===== src/rtl/can_pkg.sv =====
`default_nettype none
// ============================================================================
//  Module      : can_pkg
//  Description : Shared definitions for the CAN bit timing logic.
//                - seg_e : segment encoding (SYNC, PROP, PHASE1, PHASE2)
//                - CAN_SEG_W : default width of the segment length fields
//                - CAN_RECESSIVE : idle / reset level of the CAN bus
//  Revision    : 1.0 - initial release
// ============================================================================
package can_pkg;

    localparam int CAN_SEG_W = 3;

    typedef enum logic [1:0] {
        SEG_SYNC   = 2'd0,
        SEG_PROP   = 2'd1,
        SEG_PHASE1 = 2'd2,
        SEG_PHASE2 = 2'd3
    } seg_e;

    localparam logic CAN_RECESSIVE = 1'b1;

endpackage
`default_nettype wire


===== src/rtl/can_tq_gen.sv =====
`default_nettype none
// ============================================================================
//  Module      : can_tq_gen
//  Description : Time-quantum generator. Counts clk cycles 0..brp_eff-1 and
//                pulses tq_tick_o on the last clk of every quantum.
//                brp_eff = max(brp_i, 1).
//  Ports       : clk_i      system clock
//                rst_i      asynchronous reset, active high
//                run_i      0 holds the counter at zero with no ticks
//                clr_i      synchronous restart of the current quantum
//                brp_i      clocks per quantum (0 behaves as 1)
//                tq_tick_o  last clk of a quantum
//  Revision    : 1.0 - initial release
// ============================================================================
module can_tq_gen #(
    parameter int BRP_W = 16
) (
    input  logic             clk_i,
    input  logic             rst_i,
    input  logic             run_i,
    input  logic             clr_i,
    input  logic [BRP_W-1:0] brp_i,
    output logic             tq_tick_o
);

    logic [BRP_W-1:0] presc_q;
    logic [BRP_W-1:0] presc_d;
    logic [BRP_W-1:0] w_last;

    // brp of 0 collapses to a one-clock quantum, same as brp of 1
    assign w_last    = (brp_i == '0) ? '0 : brp_i - BRP_W'(1);
    assign tq_tick_o = run_i && (presc_q == w_last);

    always_comb begin
        presc_d = presc_q;
        if (!run_i || clr_i) begin
            presc_d = '0;
        end else if (tq_tick_o) begin
            presc_d = '0;
        end else begin
            presc_d = presc_q + BRP_W'(1);
        end
    end

    always_ff @(posedge clk_i or posedge rst_i) begin
        if (rst_i) begin
            presc_q <= '0;
        end else begin
            presc_q <= presc_d;
        end
    end

endmodule
`default_nettype wire


===== src/rtl/can_bit_timing.sv =====
`default_nettype none
// ============================================================================
//  Module      : can_bit_timing
//  Description : CAN bit timing logic. Splits every bit into SYNC / PROP /
//                PHASE1 / PHASE2 time quanta, performs hard sync and
//                SJW-limited resynchronisation on recessive->dominant edges
//                and produces the sample point and bit-start strobes.
//  Ports       : clk_i           system clock
//                rst_i           asynchronous reset, active high
//                enable_i        0: idle + config capture, 1: run
//                brp_i           clocks per tq (0 treated as 1)
//                prop_seg_i      PROP length-1
//                phase_seg1_i    PHASE1 length-1
//                phase_seg2_i    PHASE2 length-1 (0 forced to 1)
//                sjw_i           resync jump width-1
//                hard_sync_en_i  next falling edge performs a hard sync
//                rx_i            synchronised CAN rx
//                tq_tick_o       last clk of every tq
//                bit_start_o     first clk of SYNC
//                sample_pulse_o  clk after the sampling edge
//                sampled_bit_o   rx captured at the sample point
//                seg_o           current segment
//                hard_sync_o     a hard sync was taken
//  Revision    : 1.0 - initial release
// ============================================================================
module can_bit_timing
    import can_pkg::*;
#(
    parameter int BRP_W = 16,
    parameter int SEG_W = CAN_SEG_W
) (
    input  logic             clk_i,
    input  logic             rst_i,
    input  logic             enable_i,
    input  logic [BRP_W-1:0] brp_i,
    input  logic [SEG_W-1:0] prop_seg_i,
    input  logic [SEG_W-1:0] phase_seg1_i,
    input  logic [SEG_W-1:0] phase_seg2_i,
    input  logic [1:0]       sjw_i,
    input  logic             hard_sync_en_i,
    input  logic             rx_i,
    output logic             tq_tick_o,
    output logic             bit_start_o,
    output logic             sample_pulse_o,
    output logic             sampled_bit_o,
    output logic [1:0]       seg_o,
    output logic             hard_sync_o
);

    // Wide enough for PROP + lengthened PHASE1 elapsed counts
    localparam int CNT_W = SEG_W + 3;

    // Shadowed configuration, frozen while running
    logic [BRP_W-1:0] brp_q;
    logic [SEG_W-1:0] prop_q;
    logic [SEG_W-1:0] ph1_q;
    logic [SEG_W-1:0] ph2_q;
    logic [1:0]       sjw_q;
    logic             en_q;
    logic             rx_d_q;

    seg_e             seg_q,          seg_d;
    logic [CNT_W-1:0] tq_cnt_q,       tq_cnt_d;
    logic [CNT_W-1:0] ext_q,          ext_d;
    logic [CNT_W-1:0] shrink_q,       shrink_d;
    logic             sync_done_q,    sync_done_d;
    logic             sampled_bit_q,  sampled_bit_d;
    logic             sample_pulse_q, sample_pulse_d;
    logic             bit_start_q,    bit_start_d;
    logic             hard_sync_q,    hard_sync_d;

    logic             w_tick;
    logic [CNT_W-1:0] w_prop_len;
    logic [CNT_W-1:0] w_ph1_len;
    logic [CNT_W-1:0] w_ph2_base;
    logic [CNT_W-1:0] w_ph2_len;
    logic [CNT_W-1:0] w_ph2_len_n;
    logic [CNT_W-1:0] w_shrink_n;
    logic [CNT_W-1:0] w_sjw_raw;
    logic [CNT_W-1:0] w_sjw_eff;
    logic [CNT_W-1:0] w_e_early;
    logic [CNT_W-1:0] w_e_late;
    logic             w_edge;
    logic             w_hs;
    logic             w_rs;
    logic             w_rs_early;
    logic             w_rs_late;
    logic             w_restart;

    can_tq_gen #(
        .BRP_W     (BRP_W)
    ) u_tq_gen (
        .clk_i     (clk_i),
        .rst_i     (rst_i),
        .run_i     (en_q),
        .clr_i     (w_restart),
        .brp_i     (brp_q),
        .tq_tick_o (w_tick)
    );

    // Segment lengths in tq
    assign w_prop_len  = CNT_W'(prop_q) + CNT_W'(1);
    assign w_ph1_len   = CNT_W'(ph1_q) + CNT_W'(1) + ext_q;
    assign w_ph2_base  = (ph2_q == '0) ? CNT_W'(2) : CNT_W'(ph2_q) + CNT_W'(1);
    assign w_ph2_len   = w_ph2_base - shrink_q;
    assign w_sjw_raw   = CNT_W'(sjw_q) + CNT_W'(1);
    assign w_sjw_eff   = (w_sjw_raw < w_ph2_base) ? w_sjw_raw : w_ph2_base;

    // Edge classification
    assign w_edge      = en_q && rx_d_q && !rx_i;
    assign w_hs        = w_edge && hard_sync_en_i;
    assign w_rs        = w_edge && !hard_sync_en_i && !sync_done_q && sampled_bit_q;
    assign w_rs_early  = w_rs && ((seg_q == SEG_PROP) || (seg_q == SEG_PHASE1));
    assign w_rs_late   = w_rs && (seg_q == SEG_PHASE2);

    // Phase error: tq elapsed since SYNC ended, or tq left in PHASE2
    assign w_e_early   = (seg_q == SEG_PROP) ? tq_cnt_q + CNT_W'(1)
                                             : w_prop_len + tq_cnt_q + CNT_W'(1);
    assign w_e_late    = w_ph2_len - tq_cnt_q;

    // A late edge within one SJW of the bit end restarts the bit like a hard sync
    assign w_restart   = w_hs || (w_rs_late && (w_e_late <= w_sjw_eff));

    // Shortening is applied immediately so a coincident tick can end PHASE2 now
    assign w_shrink_n  = (w_rs_late && !w_restart) ? w_sjw_eff : shrink_q;
    assign w_ph2_len_n = w_ph2_base - w_shrink_n;

    always_comb begin
        seg_d          = seg_q;
        tq_cnt_d       = tq_cnt_q;
        ext_d          = ext_q;
        shrink_d       = w_shrink_n;
        sync_done_d    = sync_done_q;
        sampled_bit_d  = sampled_bit_q;
        sample_pulse_d = 1'b0;
        bit_start_d    = 1'b0;
        hard_sync_d    = 1'b0;

        // Segment advance uses pre-edge lengths (except immediate shortening)
        if (w_tick) begin
            case (seg_q)
                SEG_SYNC: begin
                    seg_d    = SEG_PROP;
                    tq_cnt_d = '0;
                end
                SEG_PROP: begin
                    if (tq_cnt_q >= w_prop_len - CNT_W'(1)) begin
                        seg_d    = SEG_PHASE1;
                        tq_cnt_d = '0;
                    end else begin
                        tq_cnt_d = tq_cnt_q + CNT_W'(1);
                    end
                end
                SEG_PHASE1: begin
                    if (tq_cnt_q >= w_ph1_len - CNT_W'(1)) begin
                        seg_d          = SEG_PHASE2;
                        tq_cnt_d       = '0;
                        sample_pulse_d = 1'b1;
                        sampled_bit_d  = rx_i;
                    end else begin
                        tq_cnt_d = tq_cnt_q + CNT_W'(1);
                    end
                end
                SEG_PHASE2: begin
                    if (tq_cnt_q >= w_ph2_len_n - CNT_W'(1)) begin
                        seg_d       = SEG_SYNC;
                        tq_cnt_d    = '0;
                        ext_d       = '0;
                        shrink_d    = '0;
                        bit_start_d = 1'b1;
                    end else begin
                        tq_cnt_d = tq_cnt_q + CNT_W'(1);
                    end
                end
                default: begin
                    seg_d    = SEG_SYNC;
                    tq_cnt_d = '0;
                end
            endcase
        end

        if (sample_pulse_d) begin
            sync_done_d = 1'b0;
        end

        // Sync actions override the plain advance
        if (w_restart) begin
            seg_d       = SEG_SYNC;
            tq_cnt_d    = '0;
            ext_d       = '0;
            shrink_d    = '0;
            bit_start_d = 1'b1;
            hard_sync_d = w_hs;
            sync_done_d = 1'b1;
        end else if (w_rs_early) begin
            ext_d       = (w_e_early < w_sjw_eff) ? w_e_early : w_sjw_eff;
            sync_done_d = 1'b1;
        end else if (w_rs_late) begin
            sync_done_d = 1'b1;
        end
    end

    always_ff @(posedge clk_i or posedge rst_i) begin
        if (rst_i) begin
            brp_q          <= '0;
            prop_q         <= '0;
            ph1_q          <= '0;
            ph2_q          <= '0;
            sjw_q          <= '0;
            en_q           <= 1'b0;
            rx_d_q         <= CAN_RECESSIVE;
            seg_q          <= SEG_SYNC;
            tq_cnt_q       <= '0;
            ext_q          <= '0;
            shrink_q       <= '0;
            sync_done_q    <= 1'b0;
            sampled_bit_q  <= CAN_RECESSIVE;
            sample_pulse_q <= 1'b0;
            bit_start_q    <= 1'b0;
            hard_sync_q    <= 1'b0;
        end else begin
            en_q   <= enable_i;
            rx_d_q <= rx_i;
            if (!enable_i) begin
                brp_q          <= brp_i;
                prop_q         <= prop_seg_i;
                ph1_q          <= phase_seg1_i;
                ph2_q          <= phase_seg2_i;
                sjw_q          <= sjw_i;
                seg_q          <= SEG_SYNC;
                tq_cnt_q       <= '0;
                ext_q          <= '0;
                shrink_q       <= '0;
                sync_done_q    <= 1'b0;
                sampled_bit_q  <= CAN_RECESSIVE;
                sample_pulse_q <= 1'b0;
                bit_start_q    <= 1'b0;
                hard_sync_q    <= 1'b0;
            end else begin
                seg_q          <= seg_d;
                tq_cnt_q       <= tq_cnt_d;
                ext_q          <= ext_d;
                shrink_q       <= shrink_d;
                sync_done_q    <= sync_done_d;
                sampled_bit_q  <= sampled_bit_d;
                sample_pulse_q <= sample_pulse_d;
                bit_start_q    <= bit_start_d;
                hard_sync_q    <= hard_sync_d;
            end
        end
    end

    assign tq_tick_o      = w_tick;
    assign bit_start_o    = bit_start_q;
    assign sample_pulse_o = sample_pulse_q;
    assign sampled_bit_o  = sampled_bit_q;
    assign seg_o          = seg_q;
    assign hard_sync_o    = hard_sync_q;

endmodule
`default_nettype wire


===== config.mk =====
export PLATFORM = sky130hd
export DESIGN_NAME = can_bit_timing
export DESIGN_NICKNAME = d
export VERILOG_FILES = /design/src/rtl/can_pkg.sv /design/src/rtl/can_tq_gen.sv /design/src/rtl/can_bit_timing.sv
export SDC_FILE = /design/constraint.sdc
export NUM_CORES = 1
export LEC_CHECK = 0
export CAP_MARGIN = 5
export CORE_ASPECT_RATIO = 1.1
export CORE_UTILIZATION = 45
export DETAILED_ROUTE_END_ITERATION = 7
export GPL_ROUTABILITY_DRIVEN = 0
export PLACE_DENSITY_LB_ADDON = 0.1
export SLEW_MARGIN = 15
export SYNTH_ARGS = -nofsm -noshare
export SYNTH_HDL_FRONTEND = slang
export SYNTH_HIERARCHICAL = 1
export SYNTH_SLANG_ARGS = --single-unit

===== constraint.sdc =====
create_clock -name clk_i -period 10.3 [get_ports clk_i]
set_clock_uncertainty 0.2 [all_clocks]
set_input_delay 2.06 -clock clk_i [delete_from_list [all_inputs] [get_ports clk_i]]
set_output_delay 2.06 -clock clk_i [all_outputs]
set_load 0.03 [all_outputs]

==> flow_summary.json <==
{
  "vias": 4498,
  "fmax_mhz": 135,
  "r2r-end": "ext_q[2]",
  "grt_usage": 0.228,
  "start_util": 0.462,
  "netlist_instances": 587,
  "slew_headroom": 0.270,
  "ir_drop_uv": 93.1,
  "critPathLaunch": "ph2_q[0]",
  "critPathLaunchType": "flip-flop",
  "ys_seq_area_frac": 0.316,
  "max-cap-violations": 0,
  "ys.flop_type": "dfrtp_1",
  "netlist_area_mm2": 0.00556,
  "vias_per_cell": 5.74,
  "finalCritPeriodShare": 0.717,
  "cp.required_ps": 10370,
  "critPathArrivalTime_ps": 7460,
  "cts_tree": "built",
  "p_leak_nw": 2.73,
  "clock_latency_ps": 350,
  "cp_slowest_stage_delay_ps": 410,
  "nFillCells": 1104,
  "drive_gt1_frac": 0.105,
  "die_w_um": 108,
  "cts_made_buffers": 9,
  "max_slew.worst_pin.slew_ps": 1090,
  "rr_startpoint": "ph2_q[0]",
  "rsz0062_at_grt": "no",
  "route.detailed.drc": 0,
  "grt_max_degree": 55,
  "cpMostUsedCell": "ha_1",
  "post-cts-setup-buffer-count": 0,
  "outcome": "complete, no violations",
  "synth-edff-count": 0,
  "synth_top_area_cell": "dfrtp_1",
  "num_antenna_cells": 0,
  "path_clk_slew_ps": 60,
  "async_flop_share": 1.00,
  "ys_types": 74,
  "synth_warnings": 6,
  "final-setup-viol-count": 0,
  "area_growth_syn_to_layout_pct": 14.3,
  "grt-ovfl-total": 0,
  "hold_path_class": "flip-flop to flip-flop",
  "ff_latch_area_mm2": 0.00175,
  "reg2reg_slack_ps": 2910,
  "multi_input_area_mm2": 0.00357,
  "avgSynthCellArea_um2": 9.46,
  "utilization": 0.528,
  "synth_top_area_frac": 0.306,
  "io_buffers": 38,
  "finalNetCount": 715,
  "dieArea_mm2": 0.0128,
  "cts.repair.resized": 0,
  "synthTopCellsByArea": "dfrtp_1 31%, ha_1 12%, xnor2_1 5.7%",
  "ff2ff_path_depth": 29,
  "routed_wl_um": 13500,
  "endpoint": "ext_q[2]",
  "cts_buffer_depth": 2,
  "grt_pass1_vias": 4669,
  "ioPinCount": 39,
  "ys_seq_elements": 70,
  "cts.sinks": 70,
  "drtIter0Drc": 260,
  "fin_crit_ps": 7390,
  "slew_violations": 0,
  "avgRoutedWirePerCell_um": 17.2,
  "worstSetupPathType": "flip-flop to flip-flop",
  "dp_hpwl_um": 10200,
  "drtPass1Iterations": 4,
  "htree_levels": 3,
  "tns_ps": 0,
  "die_h_um": 119,
  "hold_viol_final": 0,
  "crit_slowest_cell": "dfrtp_1",
  "ant_nets": 0,
  "grt_first_pass_wirelength_um": 22500,
  "coreArea_mm2": 0.0120,
  "endpoint_kind": "flip-flop",
  "power_density_mw_per_mm2": 132,
  "core.rowCount": 42,
  "root_buffer": "clkbuf_16",
  "cts_hold_buffers": 0,
  "antenna_found_initial": 0,
  "cp_max_fo": 12
}
-- cells by family after synthesis --
kind of cell    after synthesis  share of synthesized area
simple gates                187                      0.186
compound gates              134                      0.166
flops                        70                      0.316
fa+ha+maj                    59                      0.142
buf+inv                      54                     0.0421
xor+xnor                     44                     0.0721
mux                          38                     0.0746
other cells                   1                   0.000675
-- placed cells by master (no fill, tap or decap), types with 5 or more instances in the layout --
| cell | netlist | layout |
|---|---|---|
| nand3_1 | 19 | 19 |
| and2_1 | 13 | 13 |
| a21o_1 | 11 | 11 |
| mux2i_1 | 11 | 11 |
| inv_1 | 39 | 38 |
| nand2b_1 | 12 | 12 |
| xor2_1 | 7 | 7 |
| clkbuf_16 | 0 | 9 |
| a31oi_1 | 5 | 5 |
| nor2b_1 | 7 | 7 |
| clkdlybuf4s50_1 | 0 | 38 |
| nand4_1 | 6 | 6 |
| ha_1 | 52 | 52 |
| a21oi_1 | 41 | 41 |
| o21ai_0 | 26 | 26 |
| nor2_1 | 26 | 26 |
| o211ai_1 | 6 | 6 |
| nand2_1 | 39 | 39 |
| xnor2_1 | 36 | 36 |
| nor3_1 | 18 | 18 |
| dfrtp_1 | 68 | 68 |
| mux2_2 | 27 | 27 |
| or3_1 | 11 | 11 |
| fa_1 | 7 | 7 |
| and3_1 | 8 | 8 |
-- stage by stage --
step           hold WS (ps)  setup WS [ps]  instances  cell area [um2]  power, mW
2_1_floorplan           270           3820        588             5560      0.471
3_3_place_gp            298           3110        767             6060      0.523
3_5_place_dp            311           2900        767             6060      0.529
4_1_cts                 324           2870        783             6350      0.849
5_1_grt                 335           2330        783             6350      0.893
6_report                320           2910        783             6350      0.841
-- worst max-delay path: cells and delay by family, from the launching register on --
| family | cells | cell delay (ps) |
|---|---|---|
| muxes | 2 | 740 |
| DFF | 1 | 410 |
| buffers and inverters | 2 | 170 |
| and+or+nand+nor | 7 | 1160 |
| adders and majority gates | 5 | 1440 |
| AOI/OAI and AO/OA | 13 | 3190 |
-- how the worst min path moves through the flow --
stage | start | end | slack (ps) | depth (start not counted)
5_1_grt | ext_q[5] | ext_q[5] | 330 | 1
3_5_place_dp | sjw_q[1] | sjw_q[1] | 310 | 1
6_report | ext_q[5] | ext_q[5] | 320 | 1
4_1_cts | ext_q[5] | ext_q[5] | 320 | 1
2_1_floorplan | ext_q[0] | ext_q[0] | 270 | 1
3_3_place_gp | ext_q[5] | ext_q[5] | 300 | 1
-- where the power goes --
part           switching [mW]  total [mW]  internal [mW]
Sequential             0.0195       0.307          0.287
Clock                   0.126       0.314          0.188
Combinational           0.120       0.220         0.0999
-- state kept, by name, indices dropped and copies added (netlist names) --
name and count:
sync_done_q 1, u_tq_gen/presc_q 16, shrink_q 6, ext_q 6, bit_start_o 1, seg_o 2, en_q 1, prop_q 3
sjw_q 2, tq_cnt_q 6, hard_sync_o 1, brp_q 16, rx_d_q 1, ph1_q 3, sample_pulse_o 1, ph2_q 3
sampled_bit_o 1
-- cells in the mapped netlist (4+ instances only) --
library cell and instances:
a21o_1 11, a21oi_1 41, a21oi_2 4, a31oi_1 5
a32o_1 4, and2_1 13, and3_1 8, clkbuf_1 6
dfrtp_1 68, fa_1 7, ha_1 52, inv_1 39
mux2_2 27, mux2i_1 11, nand2_1 39, nand2b_1 12
nand3_1 19, nand4_1 6, nor2_1 26, nor2b_1 7
nor3_1 18, o211ai_1 6, o21ai_0 26, or3_1 11
xnor2_1 36, xor2_1 7
-- metal layers --
metal	share of wire	wire length, um	track usage	vias to the layer above
met3	0.030	404	0.0403	27
met1	0.44	5960	0.272	2204
li1	-	-	-	2198
met4	0.024	324	0.0925	0
met5	0	0	0	-
met2	0.50	6780	0.400	69
-- cell type report --
| class | instances | area share |
|---|---|---|
| Multi-Input combinational cell | 464 | 0.562 |
| Timing Repair Buffer | 40 | 0.0622 |
| Clock buffer | 11 | 0.0366 |
| Tap cell | 154 | 0.0303 |
| Sequential cell | 70 | 0.276 |
| Clock inverter | 5 | 0.00945 |
| Inverter | 39 | 0.0230 |
(Power assumes the default switching activity.)
